$ cat config.mk
export PLATFORM = sky130hd
export DESIGN_NAME = fantasy_mode_ctrl
export DESIGN_NICKNAME = d
export VERILOG_FILES = /design/src/rtl/fantasy_pkg.sv /design/src/rtl/sw_debounce.sv /design/src/rtl/fantasy_mode_ctrl.sv
export SDC_FILE = /design/constraint.sdc
export NUM_CORES = 1
export LEC_CHECK = 0
export BUFFER_PORTS_ARGS = -buffer_cell sky130_fd_sc_hd__buf_2
export CORE_MARGIN = 4
export CORE_UTILIZATION = 64
export CTS_CLUSTER_SIZE = 10
export DETAILED_ROUTE_END_ITERATION = 8
export GPL_ROUTABILITY_DRIVEN = 0
export PLACE_DENSITY = 0.8
export SLEW_MARGIN = 10
export SYNTH_ARGS = -nofsm -noshare
export SYNTH_HDL_FRONTEND = slang
export SYNTH_SLANG_ARGS = --single-unit
$ cat constraint.sdc
create_clock -name clk_i -period 5.05 [get_ports clk_i]
set_input_delay 0 -clock clk_i [delete_from_list [all_inputs] [get_ports clk_i]]
set_output_delay 0 -clock clk_i [all_outputs]
set_load 0.005 [all_outputs]
$ cat src/rtl/fantasy_pkg.sv
// fantasy_pkg: shared types for the fantasy mode controller.
// Holds the committed-mode encoding, the frame FSM states and the reset mode.
package fantasy_pkg;

  typedef enum logic [1:0] {
    MODE_BLK  = 2'b00,
    MODE_PASS = 2'b01,
    MODE_INV  = 2'b10,
    MODE_NBLK = 2'b11
  } mode_e;

  typedef enum logic [1:0] {
    WAIT_VS = 2'b00,
    ACCUM   = 2'b01,
    EVAL    = 2'b10
  } state_e;

  localparam mode_e MODE_RST = MODE_PASS;

  // Adaptive block: a committed block mode reports block only on bright frames.
  function automatic mode_e auto_mode(input mode_e sw_mode, input logic bright);
    if (sw_mode == MODE_BLK) return bright ? MODE_BLK : MODE_PASS;
    return sw_mode;
  endfunction

endpackage

$ cat src/rtl/sw_debounce.sv
// sw_debounce: two-flop synchroniser followed by a saturating stability counter.
// stable_o is high while val_o has been held for DEB_CYCLES synchronised samples.
module sw_debounce #(
  parameter int DEB_CYCLES = 1000000,
  parameter int W          = 2
) (
  input  logic         clk_i,
  input  logic         rst_i,
  input  logic [W-1:0] sw_i,
  output logic         stable_o,
  output logic [W-1:0] val_o
);

  localparam int              CNTW    = $clog2(DEB_CYCLES + 1);
  localparam logic [CNTW-1:0] CNT_MAX = CNTW'(DEB_CYCLES);

  logic [W-1:0]    s1_q, s1_d, s2_q, s2_d, cand_q, cand_d;
  logic [CNTW-1:0] cnt_q, cnt_d;

  // Synchronise, then restart the count whenever the sampled value moves.
  always_comb begin
    s1_d   = sw_i;
    s2_d   = s1_q;
    cand_d = cand_q;
    cnt_d  = cnt_q;
    if (s2_q != cand_q) begin
      cand_d = s2_q;
      cnt_d  = '0;
    end else if (cnt_q != CNT_MAX) begin
      cnt_d = cnt_q + CNTW'(1);
    end
  end

  // State registers; reset makes the candidate 0 with a fresh count.
  always_ff @(posedge clk_i) begin
    if (rst_i) begin
      s1_q   <= '0;
      s2_q   <= '0;
      cand_q <= '0;
      cnt_q  <= '0;
    end else begin
      s1_q   <= s1_d;
      s2_q   <= s2_d;
      cand_q <= cand_d;
      cnt_q  <= cnt_d;
    end
  end

  assign stable_o = (cnt_q == CNT_MAX);
  assign val_o    = cand_q;

endmodule

$ cat src/rtl/fantasy_mode_ctrl.sv
// fantasy_mode_ctrl: frame-aligned mode commit and hysteretic frame brightness.
// Switch changes are debounced and only take effect in the one-cycle EVAL slot
// after a vs rise. Optional macro FANTASY_MODE_AUTO_EN makes block mode follow
// bright_o (reports block on bright frames, pass on dark ones).
module fantasy_mode_ctrl
  import fantasy_pkg::*;
#(
  parameter int DEB_CYCLES = 1000000,
  parameter int TH_HI      = 160,
  parameter int TH_LO      = 96,
  parameter int MIN_PIX    = 1024,
  parameter int CW         = 32
) (
  input  logic        clk_i,
  input  logic        rst_i,
  input  logic [1:0]  sw_i,
  input  logic        vs_i,
  input  logic        de_i,
  input  logic [7:0]  gray_i,
  output logic [1:0]  mode_o,
  output logic        bright_o,
  output logic        commit_o,
  output logic [15:0] frame_cnt_o
);

  localparam int            PW        = CW + 8;
  localparam logic [PW-1:0] TH_HI_W   = PW'(TH_HI);
  localparam logic [PW-1:0] TH_LO_W   = PW'(TH_LO);
  localparam logic [CW-1:0] MIN_PIX_W = CW'(MIN_PIX);

  logic       deb_stable;
  logic [1:0] deb_val;

  sw_debounce #(.DEB_CYCLES(DEB_CYCLES), .W(2)) u_deb (
    .clk_i    (clk_i),
    .rst_i    (rst_i),
    .sw_i     (sw_i),
    .stable_o (deb_stable),
    .val_o    (deb_val)
  );

  state_e        state_q, state_d;
  logic          vs_q, vs_d;
  logic [CW-1:0] sum_q, sum_d, pix_q, pix_d;
  mode_e         sw_mode_q, sw_mode_d, mode_q, mode_d, pend_q, pend_d;
  logic          pend_vld_q, pend_vld_d, bright_q, bright_d, commit_q, commit_d;
  logic [15:0]   fcnt_q, fcnt_d;

  logic          rise;
  logic [CW:0]   sum_add;
  logic [CW-1:0] sum_inc, pix_inc;
  logic [PW-1:0] sum_w, hi_lim, lo_lim;

  // Saturating accumulators and divider-free threshold products at CW+8 bits.
  assign rise    = vs_i & ~vs_q;
  assign sum_add = {1'b0, sum_q} + {{(CW-7){1'b0}}, gray_i};
  assign sum_inc = sum_add[CW] ? '1 : sum_add[CW-1:0];
  assign pix_inc = (&pix_q) ? pix_q : pix_q + CW'(1);
  assign sum_w   = {8'd0, sum_q};
  assign hi_lim  = TH_HI_W * {8'd0, pix_q};
  assign lo_lim  = TH_LO_W * {8'd0, pix_q};

  // Frame FSM, EVAL-slot updates and pending-mode capture.
  always_comb begin
    state_d    = state_q;
    vs_d       = vs_i;
    sum_d      = sum_q;
    pix_d      = pix_q;
    sw_mode_d  = sw_mode_q;
    mode_d     = mode_q;
    pend_d     = pend_q;
    pend_vld_d = pend_vld_q;
    bright_d   = bright_q;
    commit_d   = 1'b0;
    fcnt_d     = fcnt_q;
    case (state_q)
      WAIT_VS: if (rise) state_d = ACCUM;
      ACCUM: begin
        if (de_i) begin
          sum_d = sum_inc;
          pix_d = pix_inc;
        end
        if (rise) state_d = EVAL;
      end
      EVAL: begin
        if (pend_vld_q) begin
          sw_mode_d  = pend_q;
          pend_vld_d = 1'b0;
        end
        if (pix_q >= MIN_PIX_W) begin
          if (sum_w >= hi_lim)     bright_d = 1'b1;
          else if (sum_w < lo_lim) bright_d = 1'b0;
        end
`ifdef FANTASY_MODE_AUTO_EN
        mode_d = auto_mode(sw_mode_d, bright_d);
`else
        mode_d = sw_mode_d;
`endif
        commit_d = (mode_d != mode_q);
        fcnt_d   = fcnt_q + 16'd1;
        // The EVAL-cycle pixel opens the new frame.
        sum_d    = de_i ? {{(CW-8){1'b0}}, gray_i} : '0;
        pix_d    = {{(CW-1){1'b0}}, de_i};
        // A back-to-back rise starts an empty frame, which leaves bright_o alone.
        state_d  = rise ? EVAL : ACCUM;
      end
      default: state_d = WAIT_VS;
    endcase
    // Compare against the post-commit value so a just-committed mode is not re-queued;
    // a stable value equal to the committed mode cancels any older pending change.
    if (deb_stable) begin
      if (mode_e'(deb_val) != sw_mode_d) begin
        pend_vld_d = 1'b1;
        pend_d     = mode_e'(deb_val);
      end else begin
        pend_vld_d = 1'b0;
      end
    end
  end

  // Registered state and outputs; reset drops the current frame's statistics.
  always_ff @(posedge clk_i) begin
    if (rst_i) begin
      state_q    <= WAIT_VS;
      vs_q       <= 1'b0;
      sum_q      <= '0;
      pix_q      <= '0;
      sw_mode_q  <= MODE_RST;
      mode_q     <= MODE_RST;
      pend_q     <= MODE_RST;
      pend_vld_q <= 1'b0;
      bright_q   <= 1'b0;
      commit_q   <= 1'b0;
      fcnt_q     <= '0;
    end else begin
      state_q    <= state_d;
      vs_q       <= vs_d;
      sum_q      <= sum_d;
      pix_q      <= pix_d;
      sw_mode_q  <= sw_mode_d;
      mode_q     <= mode_d;
      pend_q     <= pend_d;
      pend_vld_q <= pend_vld_d;
      bright_q   <= bright_d;
      commit_q   <= commit_d;
      fcnt_q     <= fcnt_d;
    end
  end

  assign mode_o      = mode_q;
  assign bright_o    = bright_q;
  assign commit_o    = commit_q;
  assign frame_cnt_o = fcnt_q;

endmodule
Yosys cells after proc, flatten, opt, wreduce, memory -nomap -nowiden
Cells that the tools add are included.
{ "word_totals": {"register_bits": 118, "input_bits": 14, "output_inout_bits": 20, "word_cells": 69} }
{ "classes": {"add_sub_neg": 4, "mul": 2, "order_cmp": 3, "n_eq_ne": 11, "muxes": 19, "bitwise": 3, "n_reduce_logical": 12} }
{ "ops": {"columns": ["cell", "n"], "rows": [
  ["two-way mux 32 bit", 4],
  ["one-hot mux 32 bit (2 select lines)", 2],
  ["greater-or-equal comparator 32 x 40 -> 1 bit", 1],
  ["less-than comparator 32 x 39 -> 1 bit", 1],
  ["multiplier 3 x 32 -> 35 bit (first input constant)", 1],
  ["multiplier 2 x 32 -> 34 bit (first input constant)", 1],
  ["adder 32 x 8 -> 33 bit", 1],
  ["adder 32 x 1 -> 32 bit (second input constant)", 1],
  ["greater-or-equal comparator 32 x 11 -> 1 bit (second input constant)", 1],
  ["AND reduction 32 bit", 1],
  ["adder 20 x 1 -> 20 bit (second input constant)", 1],
  ["== test 20 bit (second input constant)", 1],
  ["inequality test 20 bit (second input constant)", 1],
  ["adder 16 x 1 -> 16 bit (second input constant)", 1],
  ["two-way mux 2 bit", 6],
  ["two-way mux 8 bit", 1],
  ["inequality test 2 bit (second input constant)", 4],
  ["inequality test 2 bit", 3],
  ["one-hot mux 2 bit (3 select lines)", 1],
  ["AND reduction 2 bit", 3],
  ["AND reduction 3 bit", 2],
  ["nonzero test 2 bit", 3],
  ["two-way mux 1 bit", 5],
  ["OR reduction 2 bit", 2],
  ["other kinds (5)", 6]
]} }

Depth between registers and ports, before layout
{ "logic_depth": {"ltp_word": 6, "ltp_mapped": 23, "mapped_depth_nobuf": 23} }

Hierarchy
From an unflattened synthesis, not the netlist that was laid out.
{ "hier_totals": {"cells_unflattened": 1346, "hier_area_um2": 10839.1} }
{ "by_module_without_submodules": {"columns": ["module", "instances", "cells_per_inst", "area_each_um2", "seq_area_each_um2"], "rows": [
  ["fantasy_mode_ctrl", 1, 1216, 9678.0, 1841.8],
  ["sw_debounce", 1, 130, 1161.1, 520.5]
]} }

Worst setup path before layout
OpenSTA, ideal clock, no wires.
{ "synth_path": {"path_type": "flip-flop to flip-flop", "start": "register pix_q[2]", "end": "register bright_q (netlist: bright_o)", "arrival_ps": 3965, "path_slack_ps": 964, "stages_incl_launch_ff": 21, "period_less_slack_ps": 4086, "path_cell_list": "dfxtp_1 -> ha_1 -> ha_1 -> a211oi_1 -> o21a_1 -> or4_1 -> nand2_1 -> a21o_1 -> a21o_1 -> xnor2_1 -> ha_1 -> a21oi_1 -> o21ai_1 -> or3_1 -> or3_1 -> a21oi_1 -> nor4_1 -> nand3_1 -> nor4_1 -> a31oi_1 -> o21ai_1"} }
{ "synth_between": {"elab_chain_len": 4} }
{ "synth_lines": {"columns": ["element", "line", "source"], "rows": [
  ["from (decl)", "fantasy_mode_ctrl.sv:44", "logic [CW-1:0] sum_q, sum_d, pix_q, pix_d;"],
  ["from (signal assigned)", "fantasy_mode_ctrl.sv:139", "pix_q <= pix_d;"],
  ["multiplier 3 x 32 -> 35 bit or multiplier 2 x 32 -> 34 bit (tied branches)", "fantasy_mode_ctrl.sv:60, fantasy_mode_ctrl.sv:61", null],
  ["greater-or-equal comparator 32 x 40 -> 1 bit or less-than comparator 32 x 39 -> 1 bit (tied branches)", "fantasy_mode_ctrl.sv:91, fantasy_mode_ctrl.sv:92", null],
  ["nonzero test 2 bit (no source line)", null, null],
  ["AND reduction 3 bit (no source line)", null, null],
  ["to (signal assigned)", "fantasy_mode_ctrl.sv:144", "bright_q <= bright_d;"],
  ["to (decl)", "fantasy_mode_ctrl.sv:46", "logic pend_vld_q, pend_vld_d, bright_q, bright_d, commit_q, commit_d;"]
]} }
Several ways; a longest one is shown, not always the timed one.
A chain may end at the register's enable or synchronous reset.

Worst setup path after layout
{ "layout_path": {"start": "register pix_q[4]", "end": "register bright_q (netlist: bright_o)"} }
The elaborated chain is that of the path after synthesis.

==> flow_metrics.py <==
metrics = {
    "run_status": {
        "status": "complete, no violations",
    },
    "worst_setup_path": {
        "cp.arrival_ns": 4.95,
        "cpPeakStageDelay_ns": 0.57,
        "worstRegToRegCells": 20,
        "critPathCaptureType": "register",
        "crit_slowest_cell": "or4_1",
        "critPathMaxFanout": 6,
        "reg2reg_to": "bright_o",
        "worstPathRequired_ns": 5.37,
        "path_class": "register to register",
        "r2r-start": "pix_q[4]",
        "path_cells": "ha_1 > ha_1 > o21ai_1 > o21a_1 > or4_1 > nand2_1 > a21o_1 > a21o_1 > xnor2_1 > ha_1 > a21oi_1 > o21ai_1 > or3_1 > or3_1 > a21oi_1 > nor4_1 > nand3_1 > nor4_1 > a31oi_1 > o21ai_1",
        "startpoint_type": "register",
        "r2r_setup_slack_ns": 0.42,
    },
    "sta": {
        "relSlewSlack_pct": 31.9,
        "fin_ws_ns": 0.423,
        "finalSetupViolCount": 0,
        "timing.fmax_mhz": 216,
        "worst_pin_slew_ns": 0.996,
        "skew_ns": 0.0127,
        "finalHoldViolations": 0,
        "min_period_over_period_pct": 91.6,
        "rsz0062_at_grt": "no",
        "fin_crit_ns": 4.63,
        "fin_tns_setup_ns": 0,
        "slew_violations": 0,
    },
    "power": {
        "ir_worst_vdd_mv": 0.281,
        "power.switching_uw": 655,
        "seq_power_share_pct": 40.0,
        "power_mw": 2.43,
        "p_leak_nw": 5.23,
        "power_density_nw_per_um2": 206,
        "p_int_mw": 1.78,
        "pwr-share-clk_pct": 51.0,
        "sw_frac_of_total_pct": 26.9,
        "power_frac_comb_pct": 9.0,
    },
    "logic_synthesis": {
        "netlist.area_leader.share_pct": 21.9,
        "async_reset_ff_share_pct": 0,
        "yosysWarnings": 0,
        "syn_nets": 1537,
        "synth_flop_cell": "dfxtp_1",
        "synthTopCellsByArea": "dfxtp_1, ha_1, a21oi_1",
        "synth.most_common_cell": "ha_1",
        "ys_seq_area_share_pct": 21.9,
        "synthTopCellsByCount": "ha_1, nor2_1, dfxtp_1, a21oi_1, nand2_1",
        "syn_area_per_cell_um2": 8.03,
        "synth-edff-count": 0,
        "synth-seq-cells": 118,
        "synth_cell_types": 80,
        "yosysTopAreaCell": "dfxtp_1",
        "synth_area_um2": 10800,
        "synth_cells": 1342,
    },
    "die": {
        "die_h_um": 138,
        "fp.coreArea_um2": 16500,
        "rows": 47,
        "die-area_um2": 19000,
        "ios": 34,
        "start_util_pct": 65.2,
        "fp.dieW_um": 138,
    },
    "drt": {
        "wirelength_mm": 27.6,
        "dr.pass1.iters": 5,
        "wl_per_cell_um": 17.2,
        "vias": 9954,
        "ant_nets": 0,
        "drcViolationCount": 0,
        "drtIter0Drc": 745,
        "drt-vias-per-instance": 6.20,
    },
    "hold_path": {
        "hold_start": "gray_i[6]",
        "hp-class": "input pin to register",
        "holdPathEnd": "sum_q[6]",
        "whs_path_depth": 3,
    },
    "grt": {
        "track_usage_pct": 30.0,
        "antenna_found_initial": 0,
        "grt_max_degree": 52,
        "grt_pass1_wl_mm": 45.8,
        "grt_pass1_vias": 9484,
        "globalRouteOverflowTotal": 0,
    },
    "layout": {
        "final_util_pct": 71.4,
        "syn_to_final_growth_pct": 9.50,
        "multiInputGateArea_um2": 7980,
        "seq_area_um2": 2360,
        "drive_above_1_share_pct": 7.14,
        "postLayoutCellArea_um2": 11800,
        "fin_nets": 1568,
        "nFillCells": 1298,
        "num_antenna_cells": 0,
    },
    "cts": {
        "cts_max_path_buffers": 2,
        "clock-sinks": 118,
        "clk_latency_ns": 0.43,
        "post-cts-setup-buffers": 0,
        "cts_tree": "yes",
        "cts_buffers": 17,
        "h-tree-depth": 4,
        "clockRootBuffer": "clkbuf_16",
        "clkTransAtPathRegs_ns": 0.06,
    },
    "job": {
        "max-cap-violations": 0,
    },
    "placed_design": {
        "hpwl_mm": 20.4,
        "place.port_buffers": 33,
        "placed_cell_area_um2": 11100,
        "place_ws_ns": 0.428,
    },
}
[cells by family (layout without fill, tap and decap cells)]
logic type	after synthesis	in the layout	share of synthesized area, %
buf+inv	113	157	4.11
mux	10	10	0.952
compound gates	354	354	22.0
flops	118	118	21.9
fa+ha+maj	181	181	21.2
xor+xnor	121	121	9.83
simple gates	445	445	20.0
[area by class of cell]
type	instances	area share [%]
Tap cell	220	2.33
Inverter	77	2.45
Sequential cell	118	20.0
Clock buffer	17	3.60
Timing Repair Buffer	48	2.54
Clock inverter	15	1.42
Multi-Input combinational cell	1111	67.6
[how the worst max path moves through the flow]
stage              from       end  slack (ns)  cells after the start
5_1_grt        pix_q[2]  bright_o        0.04                     19
2_1_floorplan  pix_q[2]  bright_o        0.96                     20
3_5_place_dp   pix_q[3]  bright_o        0.43                     23
6_report       pix_q[4]  bright_o        0.42                     20
3_3_place_gp   pix_q[3]  bright_o        0.58                     23
4_1_cts        pix_q[3]  bright_o        0.37                     19
[power groups by stage]
stage	combinational [mW]	clock, mW	sequential (mW)
2_1_floorplan	0.161	0	0.980
3_3_place_gp	0.206	0	0.989
3_5_place_dp	0.210	0	0.990
4_1_cts	0.218	1.25	0.970
5_1_grt	0.247	1.29	0.973
6_report	0.219	1.24	0.971
[what timing repair did]
item / in CTS / in global routing
gates resized for setup: 0 / 2
hold endpoints to repair: 11 / 0
hold buffers: 9 / 0
setup endpoints to repair: 0 / 1
[worst max-delay path: cells and delay by family, from the launching register on]
kind,cells,cell delay (ns)
and+or+nand+nor,7,1.68
AOI/OAI and AO/OA,9,1.30
adders and majority gates,3,0.94
xor gates and xnor gates,1,0.14
DFF,1,0.48
[per-stage QoR]
step           std cells  hold slack [ns]
2_1_floorplan       1342            0.128
3_5_place_dp        1565            0.232
4_1_cts             1606           0.0117
3_3_place_gp        1565            0.221
6_report            1606           0.0197
5_1_grt             1606           0.0254
[registers in the layout, indices dropped and copies added, names as in the netlist]
signal	flops
sum_q	32
pend_q	2
mode_o	2
state_q	2
pend_vld_q	1
u_deb.s1_q	2
u_deb.s2_q	2
bright_o	1
commit_o	1
u_deb.val_o	2
sw_mode_q	2
u_deb.cnt_q	20
frame_cnt_o	16
vs_q	1
pix_q	32
[metal layers]
layer | vias up | GRT usage [%] | routed length [µm]
li1 | 4942 | - | -
met5 | - | 0 | 0
met3 | 70 | 5.44 | 1780
met1 | 4598 | 38.8 | 12300
met4 | 0 | 11.9 | 832
met2 | 344 | 49.3 | 12600
[cell usage in the layout (no fill, tap or decap), types with 5 or more instances in the layout]
cell type and instances:
dfxtp_1 118, a31oi_1 15, inv_6 5, dlygate4sd3_1 9, nand2b_1 14, ha_1 178
nand2_1 101, a311oi_1 9, a21o_1 36, o21bai_1 9, nor3_1 27, buf_4 6
o21a_1 11, xor2_1 61, clkbuf_16 17, a2111oi_0 5, nor2_1 139, nor2b_1 17
a211oi_1 21, and4_1 10, and2_1 8, a22o_1 6, o21ai_0 35, o31ai_1 5
a221oi_1 8, nand3_1 47, inv_1 76, or3_1 10, o21ai_1 32, nor4_1 5
buf_2 33, xnor2_1 60, a21oi_1 108, and3_1 19, mux2i_1 8, nand4_1 26
No activity file was read; power rests on OpenSTA's default activity.
